[config.mk]
export PLATFORM = sky130hd
export DESIGN_NAME = clyde_req_arbiter
export DESIGN_NICKNAME = d
export VERILOG_FILES = /design/src/rtl/clyde_arb_pkg.sv /design/src/rtl/clyde_req_arbiter_rr_arb2.sv /design/src/rtl/clyde_req_arbiter.sv
export SDC_FILE = /design/constraint.sdc
export NUM_CORES = 1
export LEC_CHECK = 0
export CORE_AREA = 3 3 413 415
export CTS_CLUSTER_DIAMETER = 50
export CTS_CLUSTER_SIZE = 12
export DETAILED_ROUTE_END_ITERATION = 10
export DIE_AREA = 0 0 416 418
export GPL_ROUTABILITY_DRIVEN = 0
export SLEW_MARGIN = 10
export SYNTH_ARGS = -nofsm -noshare
export SYNTH_HDL_FRONTEND = slang
export SYNTH_HIERARCHICAL = 1
export SYNTH_SLANG_ARGS = --single-unit
export TNS_END_PERCENT = 100
[constraint.sdc]
create_clock -name clk -period 3.4 [get_ports clk]
set_input_delay 0.68 -clock clk [delete_from_list [all_inputs] [get_ports clk]]
set_output_delay 0.68 -clock clk [all_outputs]
set_load 0.05 [all_outputs]
[src/rtl/clyde_arb_pkg.sv]
// Shared definitions for the Clyde-128 request arbiter: FSM encoding,
// default counter width and a small grant-decoding helper.
package clyde_arb_pkg;

    localparam int CNT_W_DEF = 16;

    typedef enum logic [2:0] {
        ST_IDLE    = 3'd0,
        ST_LAUNCH  = 3'd1,
        ST_RUN     = 3'd2,
        ST_CAPTURE = 3'd3,
        ST_RESP    = 3'd4
    } state_t;

    function automatic logic [1:0] id_to_onehot(input logic id);
        return id ? 2'b10 : 2'b01;
    endfunction

endpackage

[src/rtl/clyde_req_arbiter_rr_arb2.sv]
// Combinational two-way round-robin pick: prio breaks ties, a lone request
// always wins.
module rr_arb2
    import clyde_arb_pkg::*;
(
    input  logic [1:0] req,
    input  logic       prio,
    output logic [1:0] gnt,
    output logic       gid
);

    // Grant decode from the request pair and the priority pointer.
    always_comb begin
        gid = 1'b0;
        gnt = 2'b00;
        case (req)
            2'b01: begin
                gid = 1'b0;
                gnt = 2'b01;
            end
            2'b10: begin
                gid = 1'b1;
                gnt = 2'b10;
            end
            2'b11: begin
                gid = prio;
                gnt = id_to_onehot(prio);
            end
            default: begin
                gid = 1'b0;
                gnt = 2'b00;
            end
        endcase
    end

endmodule

[src/rtl/clyde_req_arbiter.sv]
// Time-shares one masked Clyde-128 core between two requesters: arbitrates,
// launches a run, holds the operands, and returns the result over valid/ready.
module clyde_req_arbiter
    import clyde_arb_pkg::*;
#(
    parameter int Nbits = 128,
    parameter int CNT_W = CNT_W_DEF
) (
    input  logic               clk,
    input  logic               pre_syn_rst,
    input  logic [1:0]         req_valid,
    output logic [1:0]         req_ready,
    input  logic [1:0]         req_inverse,
    input  logic [2*Nbits-1:0] req_data,
    input  logic [2*Nbits-1:0] req_tweak,
    output logic [1:0]         resp_valid,
    input  logic [1:0]         resp_ready,
    output logic [Nbits-1:0]   resp_data,
    input  logic               core_ready_start_run,
    output logic               core_pre_data_in_valid,
    output logic               core_inverse,
    output logic [Nbits-1:0]   core_data_in,
    output logic [Nbits-1:0]   core_tweak,
    input  logic [Nbits-1:0]   core_data_out,
    input  logic               core_pre_data_out_valid,
    output logic               busy,
    output logic               grant_id,
    output logic [CNT_W-1:0]   last_run_cycles
);

    localparam logic [CNT_W-1:0] CNT_MAX = {CNT_W{1'b1}};
    localparam logic [CNT_W-1:0] CNT_ONE = {{(CNT_W-1){1'b0}}, 1'b1};

    state_t             r_state;
    logic               r_prio;
    logic               r_grant_id;
    logic               r_launch;
    logic [1:0]         r_resp_valid;
    logic [Nbits-1:0]   r_resp_data;
    logic [Nbits-1:0]   r_core_data;
    logic [Nbits-1:0]   r_core_tweak;
    logic               r_core_inv;
    logic [CNT_W-1:0]   r_cnt;
    logic [CNT_W-1:0]   r_last;

    logic [1:0]         w_gnt;
    logic               w_gid;
    logic               w_accept;

    rr_arb2 u_rr_arb2 (
        .req  (req_valid),
        .prio (r_prio),
        .gnt  (w_gnt),
        .gid  (w_gid)
    );

    // The core's readiness only matters while waiting for a new request.
    assign w_accept = (r_state == ST_IDLE) && core_ready_start_run && (req_valid != 2'b00);

    // Acceptance is signalled in the same cycle the operands are sampled.
    always_comb begin
        if (w_accept) begin
            req_ready = w_gnt;
        end else begin
            req_ready = 2'b00;
        end
    end

    // Run sequencing, operand holding and result capture.
    always_ff @(posedge clk) begin
        if (pre_syn_rst) begin
            r_state      <= ST_IDLE;
            r_prio       <= 1'b0;
            r_grant_id   <= 1'b0;
            r_launch     <= 1'b0;
            r_resp_valid <= 2'b00;
            r_resp_data  <= '0;
            r_core_data  <= '0;
            r_core_tweak <= '0;
            r_core_inv   <= 1'b0;
            r_cnt        <= '0;
            r_last       <= '0;
        end else begin
            case (r_state)
                ST_IDLE: begin
                    if (w_accept) begin
                        r_core_data  <= w_gid ? req_data[2*Nbits-1:Nbits]  : req_data[Nbits-1:0];
                        r_core_tweak <= w_gid ? req_tweak[2*Nbits-1:Nbits] : req_tweak[Nbits-1:0];
                        r_core_inv   <= req_inverse[w_gid];
                        r_grant_id   <= w_gid;
                        r_launch     <= 1'b1;
                        r_state      <= ST_LAUNCH;
                    end
                end
                ST_LAUNCH: begin
                    r_launch <= 1'b0;
                    r_cnt    <= '0;
                    r_state  <= ST_RUN;
                end
                ST_RUN: begin
                    // The cycle carrying the core's pre-valid is itself counted.
                    if (r_cnt != CNT_MAX) begin
                        r_cnt <= r_cnt + CNT_ONE;
                    end
                    if (core_pre_data_out_valid) begin
                        r_state <= ST_CAPTURE;
                    end
                end
                ST_CAPTURE: begin
                    r_resp_data  <= core_data_out;
                    r_last       <= r_cnt;
                    r_resp_valid <= id_to_onehot(r_grant_id);
                    r_state      <= ST_RESP;
                end
                ST_RESP: begin
                    if (resp_ready[r_grant_id]) begin
                        r_resp_valid <= 2'b00;
                        r_prio       <= ~r_grant_id;
                        r_state      <= ST_IDLE;
                    end
                end
                default: begin
                    r_state <= ST_IDLE;
                end
            endcase
        end
    end

    assign resp_valid             = r_resp_valid;
    assign resp_data              = r_resp_data;
    assign core_pre_data_in_valid = r_launch;
    assign core_inverse           = r_core_inv;
    assign core_data_in           = r_core_data;
    assign core_tweak             = r_core_tweak;
    assign busy                   = (r_state != ST_IDLE);
    assign grant_id               = r_grant_id;
    assign last_run_cycles        = r_last;

endmodule

# [Word level (Yosys, flattened, before mapping)]
# Index checks and enable logic that the tools add are counted.
[op_classes] mux=21 n_lt_le_gt_ge=2 n_eq_ne=12 n_addsub=1 n_reduce_logical=14 bitwise=1
[op_table] op="$mux 128" count=2
[op_table] op="$pmux 16 s2" count=1
[op_table] op="$add 16x1->16 const B" count=1
[op_table] op="$mux 16" count=1
[op_table] op="$ne 16x16->1 const B" count=1
[op_table] op="$pmux 3 s5" count=1
[op_table] op="$reduce_and 2->1" count=5
[op_table] op="$mux 3" count=3
[op_table] op="$mux 2" count=4
[op_table] op="$ne 2x2->1 const B" count=4
[op_table] op="$reduce_bool 2->1" count=4
[op_table] op="$eq 3x2->1 const B" count=2
[op_table] op="$pmux 2 s3" count=1
[op_table] op="$mux 1" count=5
[op_table] op="$eq 2x2->1 const B" count=2
[op_table] op="$lt 1x2->1 const B" count=2
[op_table] op="$pmux 1 s2" count=2
[op_table] op="$pmux 2 s2" count=1
[op_table] op="$eq 3x1->1 const B" count=1
[op_table] op="$eq 3x3->1 const B" count=1
[op_table] op="$logic_not 3->1" count=1
[op_table] op="$reduce_and 3->1" count=1
[op_table] op="$reduce_bool 3->1" count=1
[op_table] op="$eq 2x1->1 const B" count=1
[op_table] op="other kinds (2)" count=3
[word_totals] wordCells=62 in_bits=650 regBits=425

# [Depth between registers and ports, before layout]
# Gate-level depths: netlist of run 1.
[depth] word_depth=5 depth_mapped=7

# [Cells and area by module]
# The synthesis of run 1 kept the hierarchy.
[by_module_without_submodules] mod="clyde_req_arbiter" area_each_um2=17237.8 cells_per_inst=1910 n_inst=1 seq_area_each_um2=8508.2
[by_module_without_submodules] mod="rr_arb2" area_each_um2=26.3 cells_per_inst=4 n_inst=1 seq_area_each_um2=0.0

# [Worst setup path after synthesis of run 1]
# No wires, ideal clock.
[synth_path] path_kind="reg2out" start="reg r_state[1]" end="out req_ready[0]" arrival_ns=1.818 path_buffers=3 path_slack_ns=0.902 stages_incl_launch_ff=7 cell_sequence="dfxtp_1 buf_4 or3_4 nor2_4 buf_2 buf_2 and2_1"
[synth_between] elab_chain_len=4
[synth_rtl] element="start: declaration" line="clyde_req_arbiter.sv:34" rtl="state_t r_state;"
[synth_rtl] element="start signal: assignment" line="clyde_req_arbiter.sv:72" rtl="r_state <= ST_IDLE;"
[synth_rtl] element="start signal: assignment" line="clyde_req_arbiter.sv:92" rtl="r_state <= ST_LAUNCH;"
[synth_rtl] element="start signal: assignment" line="clyde_req_arbiter.sv:98" rtl="r_state <= ST_RUN;"
[synth_rtl] element="$logic_not 3->1" line="clyde_req_arbiter.sv:58" rtl="assign w_accept = (r_state == ST_IDLE) && core_ready_start_run && (req_valid != 2'b00);"
[synth_rtl] element="$logic_and 1x1->1 (2 in a row)" line="clyde_req_arbiter.sv:58"
[synth_rtl] element="$mux 2" line="clyde_req_arbiter.sv:62" rtl="if (w_accept) begin"
[synth_rtl] element="end: declaration" line="clyde_req_arbiter.sv:12" rtl="output logic [1:0] req_ready,"
# Every way passes these cells.

# [Final worst setup path of run 1]
[layout_path] start="reg r_state[2]" end="out busy"
[layout_between] elab_chain_len=1
[layout_rtl] element="$reduce_bool 3->1" line="clyde_req_arbiter.sv:135" rtl="assign busy = (r_state != ST_IDLE);"
[layout_rtl] element="end: declaration" line="clyde_req_arbiter.sv:26" rtl="output logic busy,"
# Every way passes these cells.

==> results of run 1 <==
-- metrics by stage --
step | util | instance area (um^2) | setup slack (ps)
after floorplan | - | 17300 | 902
after global placement | 0.182 | 30500 | 522
after detailed placement | 0.182 | 30500 | 449
after CTS | 0.196 | 32800 | 232
after global routing | 0.196 | 32800 | 239
final | 0.197 | 32800 | 367
-- sequential cells by signal (all words and copies together) (netlist names), 2 cells and up --
| name | cells |
|---|---|
| resp_valid | 2 |
| resp_data | 128 |
| core_data_in | 128 |
| r_cnt | 16 |
| r_state | 3 |
| last_run_cycles | 16 |
| core_tweak | 128 |
-- per-layer routing --
layer / share of wire / up-vias
met3: 0.10 / 288
li1: - / 8795
met5: 0.0033 / -
met4: 0.034 / 56
met2: 0.50 / 768
met1: 0.35 / 8624
-- placed cells by master, fill, tap and decap left out, types with 6 or more instances in the layout --
cell and instances:
sky130_fd_sc_hd__a21oi_1 156, sky130_fd_sc_hd__clkdlybuf4s50_1 1054, sky130_fd_sc_hd__mux2i_1 259, sky130_fd_sc_hd__xor2_1 8, sky130_fd_sc_hd__nand4_1 7, sky130_fd_sc_hd__dfxtp_1 425
sky130_fd_sc_hd__buf_4 37, sky130_fd_sc_hd__clkinv_2 6, sky130_fd_sc_hd__bufinv_16 9, sky130_fd_sc_hd__clkbuf_16 66, sky130_fd_sc_hd__nor2_1 282, sky130_fd_sc_hd__clkinvlp_4 6
sky130_fd_sc_hd__diode_2 16, sky130_fd_sc_hd__a211oi_1 258, sky130_fd_sc_hd__inv_6 10, sky130_fd_sc_hd__nand2_1 293, sky130_fd_sc_hd__nand3_1 8, sky130_fd_sc_hd__buf_12 16
-- worst min path at each step --
stage | start | end | slack, ps | cells past startpoint
floorplan | r_cnt[14] | last_run_cycles[14] | 460 | 2
global placement | resp_data[6] | resp_data[6] | 440 | 2
detailed placement | resp_data[52] | resp_data[52] | 450 | 2
CTS | pre_syn_rst | core_data_in[75] | 290 | 2
global route | pre_syn_rst | core_data_in[45] | 310 | 2
finish | pre_syn_rst | core_data_in[75] | 360 | 2
-- cell type report --
type | instances | area share
clock buffers | 74 | 0.0524
well taps | 2204 | 0.0840
clock inverters | 43 | 0.0185
inverters | 2 | 0.000229
repair buffers | 1109 | 0.340
multi-input cells | 1319 | 0.244
diodes | 16 | 0.00122
flip-flops and latches | 425 | 0.259
-- power groups by stage --
stage               Clock, mW  Sequential, mW  Combinational, mW
finish                   7.25            5.56               4.11
floorplan                   0            6.80               1.02
global placement            0            5.65               4.11
global route             7.72            5.59               4.32
detailed placement          0            5.65               4.14
CTS                      7.53            5.55               4.16
-- logic make-up (layout without fill, tap and decap cells) --
family                     Yosys count  in the layout  synth area share
and+or+nand+nor                    623            623             0.145
AOI/OAI and AO/OA                  427            427             0.163
other                                0             16                 0
DFF                                425            425             0.493
adders and majority gates            1              1          0.000725
xor gates and xnor gates             9              9           0.00457
buffers and inverters              170           1228            0.0437
muxes                              259            259             0.150
==> results summary, run 1 <==
The flow ran to the end, and the final reports show no timing, DRC or antenna violations. The die outline height came out at 418 um. During placement, the flow inserted port buffers numbering 1057. Of the total power, the share spent switching nets is 0.322. The total area of sequential cells came out at 0.00851 mm^2. The die covers 0.174 mm^2. For this run, global-route usage on met1 was measured as 0.123. In this run, synthesis inferred 0 flip-flops with an integrated enable. The leakage component of the power is 11.1 nW. The number of fill cells is 18489. The number of global-route vias before repair is 17962. Of the total power, combinational logic draws 0.243.

The floorplan row count came out at 150. After the first detailed-routing iteration, the DRC count stood at 1134. Relative to the synthesized area, the layout overhead comes to 90.2%. Of the cells placed in the final design, the portion with a size suffix greater than 1 is 0.0626. Among all flip-flop cells after synthesis, the most frequent one is sky130_fd_sc_hd__dfxtp_1. Of all flip-flops after synthesis, the portion carrying an async set or reset was 0. Among all cell types in the netlist, the one instantiated most often is sky130_fd_sc_hd__dfxtp_1.

The most critical setup path has its endpoint at busy. The floorplan die width came out at 416 um. The routed wire length per instance is 20.8 um. The post-route DRC violation count is 0. The clock period minus final worst setup slack came out at 3030 ps.

The wire-length estimate of the detail-placed layout is 89500 um. The element type at the critical path end is a primary output. The combined area of all synthesized cells is 0.0173 mm^2.

Counting along the longest clock path gives a buffer depth of 3. Ranked by instance count, the synthesized netlist is headed by sky130_fd_sc_hd__dfxtp_1, sky130_fd_sc_hd__nand2_1, sky130_fd_sc_hd__nor2_1, sky130_fd_sc_hd__mux2i_1, sky130_fd_sc_hd__a211oi_1. The clock sink count is 425. STA classifies the critical path startpoint as a flop.

During I/O placement, the number of pins put on the boundary was 1058. The overflow left after global routing came out at 0. The total via count after detailed routing is 18531. Yosys attributes the largest share of cell area to sky130_fd_sc_hd__dfxtp_1, sky130_fd_sc_hd__mux2i_1, sky130_fd_sc_hd__a211oi_1. The path length in cells of the critical path came out at 2. The reg-to-reg endpoint is core_data_in[13]. The clock insertion delay at the later pin of the skew report is 660 ps.

The worst max-slew margin expressed relative to the limit is 0.433. The count of final setup violators came out at 0. The internal power summed over all cells came out at 11.5 mW. The critical path in this run is classified as flop to primary output. TritonCTS built the clock tree.

The setup slack of the most critical reg-to-reg path came out at 1040 ps. The net count of the mapped netlist came out at 2565. The clock buffer count from CTS came out at 66. The clock network power share came out at 0.428.

The number of antenna-violating nets in the routed design is 0. The global-route wire length before repair came out at 144000 um. The share of the clock period used by the worst path after layout came out at 0.892.

The number of nets in the final layout is 3574. The power density over cell area came out at 515 mW/mm^2. The hold violation count in the final report came out at 0.

The total of hold buffers inserted after clock tree synthesis is 0. The global routing stage identified its most utilized layer as met2. Dividing the synthesized area by the synthesized cell count gives 9.02 um^2.

For this configuration, the core starts out at a cell density of 0.103. The data arrival time of the critical path came out at 2350 ps. The net switching power came out at 5.45 mW. The critical path starts at r_state[2]. The register bit total from synthesis came out at 425.

For this run, the total global-route usage over all layers was measured as 0.119. The global-route track usage on met2 came out at 0.210. The required time at the worst-slack endpoint came out at 2720 ps. Of the post-synthesis cell area, the dominant cell type holds 0.493.

Between clock sinks in the finished design, the worst skew comes to 19.0 ps. Entering global routing, the biggest net connects 133 pins. VDD sags by at most 0.393 mV. The post-route total power came out at 16.9 mW. In this run the critical register-to-register path is launched from r_state[2].

The setup TNS came out at 0 ps. The multi-input logic area is 0.00802 mm^2. The most area-hungry cell type in the Yosys netlist is sky130_fd_sc_hd__dfxtp_1. The fraction of the yosys area taken by sequential cells is 0.493. The first detailed-routing pass took 5 iterations. The ratio of routed vias to standard cells is 3.57. After clock tree synthesis, the clock-pin slew on the worst setup and hold paths is 60 ps. The number of cells traversed by the worst register-to-register path is 6. The highest clock rate is 0.330 GHz. The cell family with the largest share of critical-path delay is buffers and inverters.

Final hold analysis gives a worst-case slack of 356 ps. In this run the worst hold path is classified as input port to flop. The transition at the pin with the smallest max-transition slack came out at 851 ps.

The buffer cell driving the clock tree root is sky130_fd_sc_hd__clkbuf_16. In the global route stage, met3 resource usage came out at 0.0540. The library cell contributing the largest single delay on the critical path is sky130_fd_sc_hd__clkdlybuf4s50_1.

The number of gates resized after CTS is 0. The number of antenna violations at the first check in global routing is 109. The number of buffers inserted by post-CTS setup repair is 0. The aggregate routed wire length came out at 108000 um. The H-tree was split into 3 levels. Synthesis produced 1914 cells. For this run, the slowest stage of the critical path takes 830 ps. The core region is 0.167 mm^2. The tool flagged a number of max-cap violations equal to 0.

Along the worst path, the maximum fanout reaches 12. The non-filler instance count after layout came out at 5192. The total placed cells including tap cells is 5059. The number of warnings printed during yosys synthesis is 6.

Setup repair after global routing left no endpoint under its margin. The critical path goes through or3_4 -> clkdlybuf4s50_1. The sequential fraction of design power came out at 0.329. Together, buffers and inverters on the worst path number 1.

The final count of pins violating max slew is 0. Counting distinct cell types in the post-synthesis netlist gives 49.
Power figures use the tool's default switching activity.
==> run 2: changes to the inputs <==
--- a/config.mk
+++ b/config.mk
@@ -5,6 +5,7 @@
 export SDC_FILE = /design/constraint.sdc
 export NUM_CORES = 1
 export LEC_CHECK = 0
+export ABC_CLOCK_PERIOD_IN_PS = 3400
 export CORE_AREA = 3 3 413 415
 export CTS_CLUSTER_DIAMETER = 50
 export CTS_CLUSTER_SIZE = 12
==> results of run 2 <==
Same layout as run 1: the final DEF is identical, and so are final timing and power.
==> run 3: changes to the inputs <==
--- a/config.mk
+++ b/config.mk
@@ -17,4 +17,3 @@
 export SYNTH_HDL_FRONTEND = slang
 export SYNTH_HIERARCHICAL = 1
 export SYNTH_SLANG_ARGS = --single-unit
-export TNS_END_PERCENT = 100
==> results of run 3 <==
Same layout as run 1: the final DEF is identical, and so are final timing and power.
